File: config.mk
export PLATFORM = sky130hd
export DESIGN_NAME = game_sequencer_flat
export DESIGN_NICKNAME = d
export VERILOG_FILES = /design/src/rtl/game_sequencer_if.sv /design/src/rtl/game_sequencer.sv /design/src/flat_wrapper.sv
export SDC_FILE = /design/constraint.sdc
export NUM_CORES = 1
export LEC_CHECK = 0
export CAP_MARGIN = 40
export CORE_ASPECT_RATIO = 2
export CORE_MARGIN = 5
export CORE_UTILIZATION = 55
export CTS_CLUSTER_SIZE = 20
export DETAILED_ROUTE_END_ITERATION = 8
export PLACE_DENSITY = 0.83
export SLEW_MARGIN = 40
export SYNTH_ARGS = -nofsm -noshare
export SYNTH_HDL_FRONTEND = slang
export SYNTH_SLANG_ARGS = --single-unit
File: constraint.sdc
create_clock -name clk -period 3.3 [get_ports clk]
set_input_delay 0.66 -clock clk [delete_from_list [all_inputs] [get_ports clk]]
set_output_delay 0.66 -clock clk [all_outputs]
set_load 0.005 [all_outputs]
File: src/rtl/game_sequencer_if.sv
// Signal bundle between the game sequencer and its surroundings: button and
// collision inputs, pipe position in, step/respawn pulses and game status out.
interface game_sequencer_if;
    logic       start_button;
    logic       collided;
    logic [9:0] pipe_x;
    logic       step_en;
    logic       pipe_respawn;
    logic [1:0] state;
    logic [7:0] score;
    logic       game_over;

    modport master (
        output start_button, collided, pipe_x,
        input  step_en, pipe_respawn, state, score, game_over
    );

    modport slave (
        input  start_button, collided, pipe_x,
        output step_en, pipe_respawn, state, score, game_over
    );
endinterface

File: src/rtl/game_sequencer.sv
// Game flow controller: frame-rate step generation, IDLE/PLAY/GAME_OVER sequencing,
// pipe respawn scheduling, score keeping and the post-death restart lockout.
module game_sequencer #(
    parameter int TICK_DIV   = 416666,
    parameter int BIRD_X     = 100,
    parameter int PIPE_W     = 40,
    parameter int PIPE_STEP  = 20,
    parameter int DEATH_HOLD = 60
) (
    input logic             clk,
    input logic             reset,
    game_sequencer_if.slave bus
);

    typedef enum logic [1:0] {
        IDLE      = 2'b00,
        PLAY      = 2'b01,
        GAME_OVER = 2'b10,
        ILLEGAL   = 2'b11
    } state_t;

    localparam int TW = (TICK_DIV > 1) ? $clog2(TICK_DIV) : 1;
    localparam int HW = (DEATH_HOLD > 0) ? $clog2(DEATH_HOLD + 1) : 1;

    localparam logic [TW-1:0] TICK_LAST   = TW'(TICK_DIV - 1);
    localparam logic [HW-1:0] HOLD_INIT   = HW'(DEATH_HOLD);
    localparam logic [9:0]    OFFSCREEN_X = 10'(640 + PIPE_W);
    localparam logic [9:0]    MIN_X       = 10'(PIPE_STEP);
    localparam logic [10:0]   BIRD_X11    = 11'(BIRD_X);
    localparam logic [10:0]   PIPE_W11    = 11'(PIPE_W);

    state_t        state_q, state_d;
    logic [TW-1:0] tick_cnt;
    logic          tick;
    logic [HW-1:0] hold_q, hold_d;
    logic [7:0]    score_q, score_d;
    logic          passed_q, passed_d;
    logic          respawn_q, respawn_d;
    logic          step_q;
    logic          start_q;
    logic          start_rise;
    logic          pipe_offscreen;
    logic [10:0]   pipe_right;

    assign tick       = (tick_cnt == TICK_LAST);
    assign start_rise = bus.start_button & ~start_q;

    // A pipe that scrolled past the left edge wraps to a large unsigned x, so
    // both the "too far right" and "too close to zero" cases trigger a reload.
    assign pipe_offscreen = (bus.pipe_x >= OFFSCREEN_X) || (bus.pipe_x < MIN_X);
    assign pipe_right     = {1'b0, bus.pipe_x} + PIPE_W11;

    always_comb begin
        state_d   = state_q;
        hold_d    = hold_q;
        score_d   = score_q;
        passed_d  = passed_q;
        respawn_d = 1'b0;

        case (state_q)
            IDLE: begin
                if (start_rise) begin
                    state_d   = PLAY;
                    respawn_d = 1'b1;
                    score_d   = 8'd0;
                    passed_d  = 1'b0;
                end
            end

            PLAY: begin
                if (bus.collided) begin
                    state_d = GAME_OVER;
                    hold_d  = HOLD_INIT;
                end else if (tick) begin
                    if (pipe_offscreen) begin
                        respawn_d = 1'b1;
                        passed_d  = 1'b0;
                    end else if (!passed_q && (pipe_right < BIRD_X11)) begin
                        score_d  = (score_q == 8'hFF) ? score_q : score_q + 8'd1;
                        passed_d = 1'b1;
                    end
                end
            end

            GAME_OVER: begin
                if (start_rise && (hold_q == '0)) begin
                    state_d = IDLE;
                end
                if (tick && (hold_q != '0)) begin
                    hold_d = hold_q - HW'(1);
                end
            end

            default: begin
                state_d = IDLE;
            end
        endcase

        // The datapath reload is a single-cycle strobe; never let it stretch.
        if (respawn_q) begin
            respawn_d = 1'b0;
        end
    end

    always_ff @(posedge clk) begin
        if (reset) begin
            state_q   <= IDLE;
            tick_cnt  <= '0;
            hold_q    <= '0;
            score_q   <= 8'd0;
            passed_q  <= 1'b0;
            respawn_q <= 1'b0;
            step_q    <= 1'b0;
            start_q   <= 1'b0;
        end else begin
            state_q   <= state_d;
            tick_cnt  <= tick ? '0 : tick_cnt + TW'(1);
            hold_q    <= hold_d;
            score_q   <= score_d;
            passed_q  <= passed_d;
            respawn_q <= respawn_d;
            step_q    <= tick && (state_q == PLAY) && (state_d == PLAY);
            start_q   <= bus.start_button;
        end
    end

    assign bus.state        = state_q;
    assign bus.score        = score_q;
    assign bus.step_en      = step_q;
    assign bus.pipe_respawn = respawn_q;
    assign bus.game_over    = (state_q == GAME_OVER);

endmodule

File: src/flat_wrapper.sv
// flat-port wrapper written by rule: the top's interface ports become plain ports
module game_sequencer_flat 
#(
    parameter int TICK_DIV   = 416666,
    parameter int BIRD_X     = 100,
    parameter int PIPE_W     = 40,
    parameter int PIPE_STEP  = 20,
    parameter int DEATH_HOLD = 60
)
  (clk, reset, bus_start_button, bus_collided, bus_pipe_x, bus_step_en, bus_pipe_respawn, bus_state, bus_score, bus_game_over);
  game_sequencer_if bus_i ();
  input logic clk;
  input logic reset;
  input wire logic [$bits(bus_i.start_button)-1:0] bus_start_button;
  input wire logic [$bits(bus_i.collided)-1:0] bus_collided;
  input wire logic [$bits(bus_i.pipe_x)-1:0] bus_pipe_x;
  output wire logic [$bits(bus_i.step_en)-1:0] bus_step_en;
  output wire logic [$bits(bus_i.pipe_respawn)-1:0] bus_pipe_respawn;
  output wire logic [$bits(bus_i.state)-1:0] bus_state;
  output wire logic [$bits(bus_i.score)-1:0] bus_score;
  output wire logic [$bits(bus_i.game_over)-1:0] bus_game_over;
  assign bus_i.start_button = bus_start_button;
  assign bus_i.collided = bus_collided;
  assign bus_i.pipe_x = bus_pipe_x;
  assign bus_step_en = bus_i.step_en;
  assign bus_pipe_respawn = bus_i.pipe_respawn;
  assign bus_state = bus_i.state;
  assign bus_score = bus_i.score;
  assign bus_game_over = bus_i.game_over;
  game_sequencer #(.TICK_DIV(TICK_DIV), .BIRD_X(BIRD_X), .PIPE_W(PIPE_W), .PIPE_STEP(PIPE_STEP), .DEATH_HOLD(DEATH_HOLD)) u_core (.clk(clk), .reset(reset), .bus(bus_i));
endmodule
Word level (Yosys, flattened, before mapping)
Index checks and enable logic that the tools add are counted.
{"block": "totals", "reg_bits": 39, "inputBits": 14, "out_inout_bits": 13, "elab_cells": 73}
{"block": "classes", "n_addsub": 4, "order_cmp": 3, "n_eq_ne": 14, "mux": 25, "n_bitwise": 2, "reduce_logical": 17}
{"op": "$mux W8", "count": 6}
{"op": "$add A19 B1 Y19 const B", "count": 1}
{"op": "$eq A19 B19 Y1 const B", "count": 1}
{"op": "$pmux W8 S2", "count": 1}
{"op": "$mux W6", "count": 2}
{"op": "$pmux W6 S2", "count": 1}
{"op": "$add A10 B6 Y11 const B", "count": 1}
{"op": "$lt A11 B7 Y1 const B", "count": 1}
{"op": "$ge A10 B10 Y1 const B", "count": 1}
{"op": "$lt A10 B5 Y1 const B", "count": 1}
{"op": "$mux W1", "count": 9}
{"op": "$add A8 B1 Y8 const B", "count": 1}
{"op": "$eq A8 B8 Y1 const B", "count": 1}
{"op": "$ne A2 B1 Y1 const B", "count": 4}
{"op": "$ne A2 B2 Y1 const B", "count": 4}
{"op": "$reduce_and A7 Y1", "count": 1}
{"op": "$logic_not A6 Y1", "count": 1}
{"op": "$mux W2", "count": 3}
{"op": "$pmux W2 S3", "count": 1}
{"op": "$reduce_bool A6 Y1", "count": 1}
{"op": "$sub A6 B1 Y6 const B", "count": 1}
{"op": "$logic_and A1 B1 Y1", "count": 5}
{"op": "$reduce_and A5 Y1", "count": 1}
{"op": "$eq A2 B1 Y1 const B", "count": 2}
{"op": "11 further kinds", "count": 14}

Depth between registers and ports, before layout
Gate-level depths: netlist of run 1.
{"block": "logic_depth", "word_depth": 8, "mapped_depth": 9, "ltp_nobuf": 7}

Worst setup path before layout of run 1
No wires, ideal clock.
{"block": "synth_path", "path_type": "input -> register", "startpoint": "input bus_start_button", "endpoint": "register u_core.score_q[3] (netlist: u_core.bus.score[3])", "setup_time_ns": 0.072, "t_arrival_ns": 2.229, "required_time_ns": 3.228, "setup_slack_ns": 0.999, "cell_stages": 5, "path_buffers": 0, "path_cell_list": "nor4b_1 > o21ai_2 > nor4_4 > and4_1 > mux2i_1"}
{"block": "synth_via", "elab_chain_cells": 3}
{"element": "from (decl)", "line_no": "flat_wrapper.sv:14", "rtl": "input wire logic [$bits(bus_i.start_button)-1:0] bus_start_button;"}
{"element": "$and A1 B1 Y1", "line_no": "game_sequencer.sv:46", "rtl": "assign start_rise = bus.start_button & ~start_q;"}
{"element": "$ne A2 B1 Y1 (no source line)"}
{"element": "$reduce_and A7 Y1 (no source line)"}
{"element": "to (signal assigned)", "line_no": "game_sequencer.sv:119", "rtl": "score_q <= score_d;"}
{"element": "to (decl)", "line_no": "game_sequencer.sv:36", "rtl": "logic [7:0] score_q, score_d;"}
Every way passes these cells.
A chain may end at the register's enable or synchronous reset.

Worst setup path after layout of run 1
{"block": "layout_path", "startpoint": "input bus_start_button", "endpoint": "register u_core.score_q[0] (netlist: u_core.bus.score[0])"}
Same word-level chain as after synthesis.

==> results of run 1 <==
==> worst max-delay path, cell delays in order <==
cell	delay (ps)
clkdlybuf4s50_1	480
nor4b_1	580
o21ai_2	160
nor4_4	350
nand3_1	240
mux2i_1	160
==> cell families (layout without fill, tap and decap cells) <==
kind of cell               count (synthesis)  count (layout)  share of synthesized area [%]
muxes                                      8               8                           3.89
xor gates and xnor gates                  20              20                           8.52
adders and majority gates                  4               4                           2.43
DFF                                       39              39                           38.0
and+or+nand+nor                          136             136                           37.0
buffers and inverters                     13              43                           2.74
AOI/OAI and AO/OA                         22              22                           7.42
==> metal layers <==
layer,vias up,track usage [%],part of all wire (%)
met5,-,0,0
met4,0,9.59,2.7
met3,12,3.23,2.3
met2,28,41.9,59
met1,852,18.5,35
li1,924,-,-
==> state kept, by name (all words and copies together), names as in the netlist <==
register                 count
u_core.hold_q                6
u_core.bus.score             8
u_core.tick_cnt             19
u_core.start_q               1
u_core.passed_q              1
u_core.bus.state             2
u_core.bus.step_en           1
u_core.bus.pipe_respawn      1
==> layout make-up <==
cell class	count	area, um^2	share of cell area (%)
Multi-Input combinational cell	190	1220	49.9
Sequential cell	39	781	31.9
Tap cell	49	61.3	2.51
Timing Repair Buffer	27	263	10.7
Inverter	9	33.8	1.38
Clock inverter	1	5.00	0.205
Clock buffer	6	82.6	3.38
==> power by group <==
group	internal, uW	switching, uW
logic	43.2	47.8
registers	479	9.05
clock network	164	162
total	686	219
==> metrics by stage <==
stage               power (uW)  instances  area (um^2)
floorplan                  552        242         2060
global placement           588        314         2360
detailed placement         590        314         2360
CTS                        910        321         2450
global route               938        321         2450
finish                     905        321         2450
==> synth_stat cells, types with 7 or more instances <==
cell type / number / area share, %
dfxtp_1: 39 / 38
nor2_1: 32 / 5.8
nand2_1: 21 / 3.8
or3_1: 13 / 4.0
xnor2_1: 13 / 5.5
nand3_1: 11 / 2.7
a21oi_1: 9 / 2.2
inv_1: 9 / 1.6
mux2i_1: 8 / 3.9
nand4_1: 8 / 2.4
nor3_1: 8 / 1.9
xor2_1: 7 / 3.0
==> how the worst max path moves through the flow <==
| stage | end |
|---|---|
| CTS | u_core.bus.score[0]$_SDFFE_PP0P_ |
| detailed placement | u_core.bus.score[0]$_SDFFE_PP0P_ |
| floorplan | u_core.bus.score[3]$_SDFFE_PP0P_ |
| global placement | u_core.bus.score[0]$_SDFFE_PP0P_ |
| global route | u_core.bus.score[0]$_SDFFE_PP0P_ |
| finish | u_core.bus.score[0]$_SDFFE_PP0P_ |
==> results.sh, run 1 <==
export IMPL_hpwlAfterDp_um=3590
export IMPL_grt_pass1_vias=1787
export IMPL_rows=31
export IMPL_nFillCells=320
export IMPL_clockBufferDepth=2
export IMPL_cts_tree="built"
export IMPL_area_delta_synth_final_pct=18.9
export IMPL_rrSetupSlack_ps=1020
export IMPL_synthFlopType="dfxtp_1"
export IMPL_dieArea_um2=5140
export IMPL_hp_start="u_core.tick_cnt[0]$_SDFF_PP0_"
export IMPL_synthArstFlopShare_pct=0
export IMPL_grt_pass1_wl_um=7850
export IMPL_fin_util_pct=67.8
export IMPL_viasPerCell=5.66
export IMPL_slew_violations=0
export IMPL_route_detailed_drc=0
export IMPL_htreeDepth=2
export IMPL_post_drt_wl_per_cell_um=14.4
export IMPL_die_w_um=53.2
export IMPL_io_pins=27
export IMPL_max_vdd_ir_drop_uv=322
export IMPL_hold_class="flop to flop"
export IMPL_syn_inst=242
export IMPL_n_antenna_cell=0
export IMPL_cts_root_buf="clkbuf_8"
export IMPL_setup_viol=0
export IMPL_worstReg2RegEnd="u_core.bus.score[0]$_SDFFE_PP0P_"
export IMPL_synth_avg_cell_area_um2=8.50
export IMPL_synth_net_count=260
export IMPL_core_area_um2=3610
export IMPL_final_common_cell="dfxtp_1"
export IMPL_finalSetupTns_ps=0
export IMPL_synth_warnings=0
export IMPL_dr_total_vias=1816
export IMPL_critPathMaxFanout=8
export IMPL_mostFrequentLayoutCells="dfxtp_1, nor2_1, clkdlybuf4s50_1, nand2_1"
export IMPL_cts_sinks=39
export IMPL_whs_endpoint="u_core.tick_cnt[0]$_SDFF_PP0_"
export IMPL_finalHoldViolCount=0
export IMPL_clk_pin_slew_ps=70
export IMPL_crit_required_ps=3480
export IMPL_synth_seq_cells=39
export IMPL_cp_end_kind="flop"
export IMPL_setup_slack_ps=840
export IMPL_fin_worst_skew_ps=4.08
export IMPL_crit_arrival_ps=2640
export IMPL_overflow=0
export IMPL_hold_ws_ps=468
export IMPL_cts_setup_buffers=0
export IMPL_drt_iter0_drc=26
export IMPL_antenna_found_initial=0
export IMPL_ctsResizeCount=0
export IMPL_port_buffers=24
export IMPL_detail_route_antenna_nets=0
export IMPL_first_pass_iters=4
export IMPL_drive_above_1_share_pct=6.62
export IMPL_syn_cell_area_um2=2060
export IMPL_synth_edff_count=0
export IMPL_ys_seq_area_share_pct=38.0
export IMPL_die_y_um=96.5
export IMPL_startpoint="bus_start_button"
export IMPL_regToRegStartpoint="u_core.tick_cnt[6]$_SDFF_PP0_"
export IMPL_reg2regPathDepth=5
export IMPL_start_util_pct=57.0
export IMPL_post_route_period_util_pct=74.6
export IMPL_tightest_slew_ps=691
export IMPL_place_ws_ps=547
export IMPL_numCtsBuffers=5
export IMPL_clkLatencyLatePin_ps=290
export IMPL_rsz0062_at_grt="no"
export IMPL_fin_nets=290
export IMPL_track_usage_pct=20.7
export IMPL_grt_max_degree=20
export IMPL_status="completed"
export IMPL_power_density_nw_per_um2=370
export IMPL_path_class="input pin to flop"
export IMPL_max_freq_mhz=406
export IMPL_min_period_ps=2460
export IMPL_routabilityCongestion=0.836
export IMPL_min_path_cells=1
export IMPL_routed_wl_um=4640
export IMPL_ys_types=44
export IMPL_slew_headroom_pct=53.3
export IMPL_crit_path_start_kind="input pin"
export IMPL_cts_hold_buf=0
export IMPL_power_leakage_uw=0.000889
export IMPL_maxCapViolCount=0
Note: power is estimated with default switching activity, not from simulation.
==> inputs of run 2 (changes only) <==
Settings changed: CORE_UTILIZATION 55 to 54, PLACE_DENSITY 0.83 to 0.81.
Clock period 3.3 ns to 2.5 ns, I/O delays scaled along.
==> run 2 against run 1 <==
  * First-iteration DRC count rose by 42%
  * Total power up 36%
  * Clock power grew 43%
  * Register-to-register slack worse by 740 ps
  * Clock-buffer cell count grew 1
  * Critical path type is now flop to flop
  * Die area grew 1.6%
  * Largest power group unchanged
  * Cell count increased by 1.9%
  * Combinational power grew 33%
==> results.sh, run 2 (same netlist as run 1, synthesis figures left out) <==
export IMPL_n_antenna_cell=0
export IMPL_p_int_uw=942
export IMPL_numCtsBuffers=5
export IMPL_max_vdd_ir_drop_uv=526
export IMPL_finalSetupTns_ps=0
export IMPL_dieArea_um2=5220
export IMPL_start_util_pct=56.4
export IMPL_critPathMaxFanout=6
export IMPL_rows=31
export IMPL_crit_required_ps=2680
export IMPL_finalHoldViolCount=0
export IMPL_status="completed"
export IMPL_max_freq_mhz=450
export IMPL_io_pins=27
export IMPL_detail_route_antenna_nets=0
export IMPL_maxCapViolCount=0
export IMPL_clkLatencyLatePin_ps=290
export IMPL_antenna_found_initial=0
export IMPL_power_uw=1230
export IMPL_area_delta_synth_final_pct=21.5
export IMPL_post_route_period_util_pct=89.0
export IMPL_cp_slowest_stage_delay_ps=500
export IMPL_track_usage_pct=20.2
export IMPL_swShare_pct=23.5
export IMPL_rsz0062_at_grt="no"
export IMPL_setup_viol=0
export IMPL_cp_end_kind="flop"
export IMPL_slew_violations=0
export IMPL_pwr_share_seq_pct=52.3
export IMPL_clk_pin_slew_ps=80
export IMPL_largest_register="u_core.tick_cnt"
export IMPL_placedInstanceArea_um2=2400
export IMPL_p_switching_uw=290
export IMPL_combPwrFrac_pct=9.8
export IMPL_clockBufferDepth=2
export IMPL_power_density_nw_per_um2=493
export IMPL_crit_arrival_ps=2410
export IMPL_overflow=0
export IMPL_first_pass_iters=4
export IMPL_worstPathCellList="or4_1 -> or4_4 -> nor4_4 -> buf_4 -> nand4_1 -> mux2i_1"
export IMPL_grt_pass1_wl_um=7940
export IMPL_crit_path_start_kind="flop"
export IMPL_nFillCells=323
export IMPL_cts_tree="built"
export IMPL_core_area_um2=3650
export IMPL_grt_max_degree=14
export IMPL_crit_family="simple AND/OR/NAND/NOR gates"
export IMPL_slew_headroom_pct=63.9
export IMPL_fin_nets=295
export IMPL_drive_above_1_share_pct=8.63
export IMPL_grt_pass1_vias=1821
export IMPL_htreeDepth=2
export IMPL_cts_setup_buffers=0
export IMPL_stdcell_area_um2=2500
export IMPL_dr_total_vias=1858
export IMPL_viasPerCell=5.68
export IMPL_fin_worst_skew_ps=6.24
export IMPL_path_class="flop to flop"
export IMPL_critPathBufInv=1
export IMPL_ctsResizeCount=0
export IMPL_min_period_ps=2220
export IMPL_pwr_share_clk_pct=37.9
export IMPL_route_detailed_drc=0
export IMPL_port_buffers=24
export IMPL_cts_hold_buf=0
export IMPL_die_y_um=97.3
export IMPL_dp_cells=319
export IMPL_drt_iter0_drc=37
export IMPL_final_common_cell="dfxtp_1"
export IMPL_cts_root_buf="clkbuf_8"
export IMPL_hpwlAfterDp_um=3730
export IMPL_largest_reg_flops=19
export IMPL_crit_slowest_cell="or4_1"
export IMPL_mostFrequentLayoutCells="dfxtp_1, nor2_1, clkdlybuf4s50_1, nand2_1"
export IMPL_tightest_slew_ps=537
export IMPL_cts_sinks=39
export IMPL_die_w_um=53.6
export IMPL_power_leakage_uw=0.000917
export IMPL_post_drt_wl_per_cell_um=14.4
export IMPL_hold_class="flop to flop"
export IMPL_routabilityCongestion=0.904
export IMPL_routed_wl_um=4700
export IMPL_final_cell_count_no_fill=327
-- run 2: worst paths after layout --
path	endpoint	from	slack (ps)	cells past startpoint
worst min register to register	u_core.bus.score[6]$_SDFFE_PP0P_	u_core.bus.score[6]$_SDFFE_PP0P_	470	2
worst max-delay path	u_core.bus.score[4]$_SDFFE_PP0P_	u_core.tick_cnt[13]$_SDFF_PP0_	280	6
worst max register to register	u_core.bus.score[4]$_SDFFE_PP0P_	u_core.tick_cnt[13]$_SDFF_PP0_	280	6
worst min-delay path	u_core.bus.score[6]$_SDFFE_PP0P_	u_core.bus.score[6]$_SDFFE_PP0P_	470	2
-- run 2: cell type report --
type	count	area (um^2)	area share, %
Sequential cell	39	781	31.2
Multi-Input combinational cell	190	1220	48.8
Tap cell	49	61.3	2.45
Inverter	9	33.8	1.35
Clock buffer	7	96.3	3.85
Clock inverter	1	7.51	0.300
Timing Repair Buffer	32	300	12.0
-- run 2: stage by stage --
stage          hold slack, ps  setup WS [ps]  util (%)
3_3_place_gp              444            162      65.7
6_report                  473            276      68.6
5_1_grt                   522            191      68.6
2_1_floorplan             430            359         -
4_1_cts                   477            302      68.6
3_5_place_dp              459            146      65.7
-- run 2: power groups by stage --
stage	combinational [uW]	clock [uW]	sequential (uW)
2_1_floorplan	72.9	0	656
3_3_place_gp	119	0	658
3_5_place_dp	121	0	659
4_1_cts	121	484	644
5_1_grt	136	508	646
6_report	121	467	644
-- run 2: worst register-to-register path, stage by stage, from the launching register on --
cell and delay [ps]:
dfxtp_1 360, or4_1 500, or4_4 440, nor4_4 340
buf_4 200, nand4_1 140, mux2i_1 150
-- run 2: routing by layer --
layer / up-vias / track usage (%) / share of wire (%)
li1: 931 / - / -
met1: 887 / 18.3 / 35
met2: 35 / 39.7 / 60
met3: 5 / 3.69 / 2.9
met4: 0 / 7.87 / 1.5
met5: - / 0 / 0
==> inputs of run 3 (changes only) <==
Settings changed: CTS_CLUSTER_DIAMETER set to 60.
==> results of run 3 <==
Final layout, timing and power as in run 2 (identical DEF).
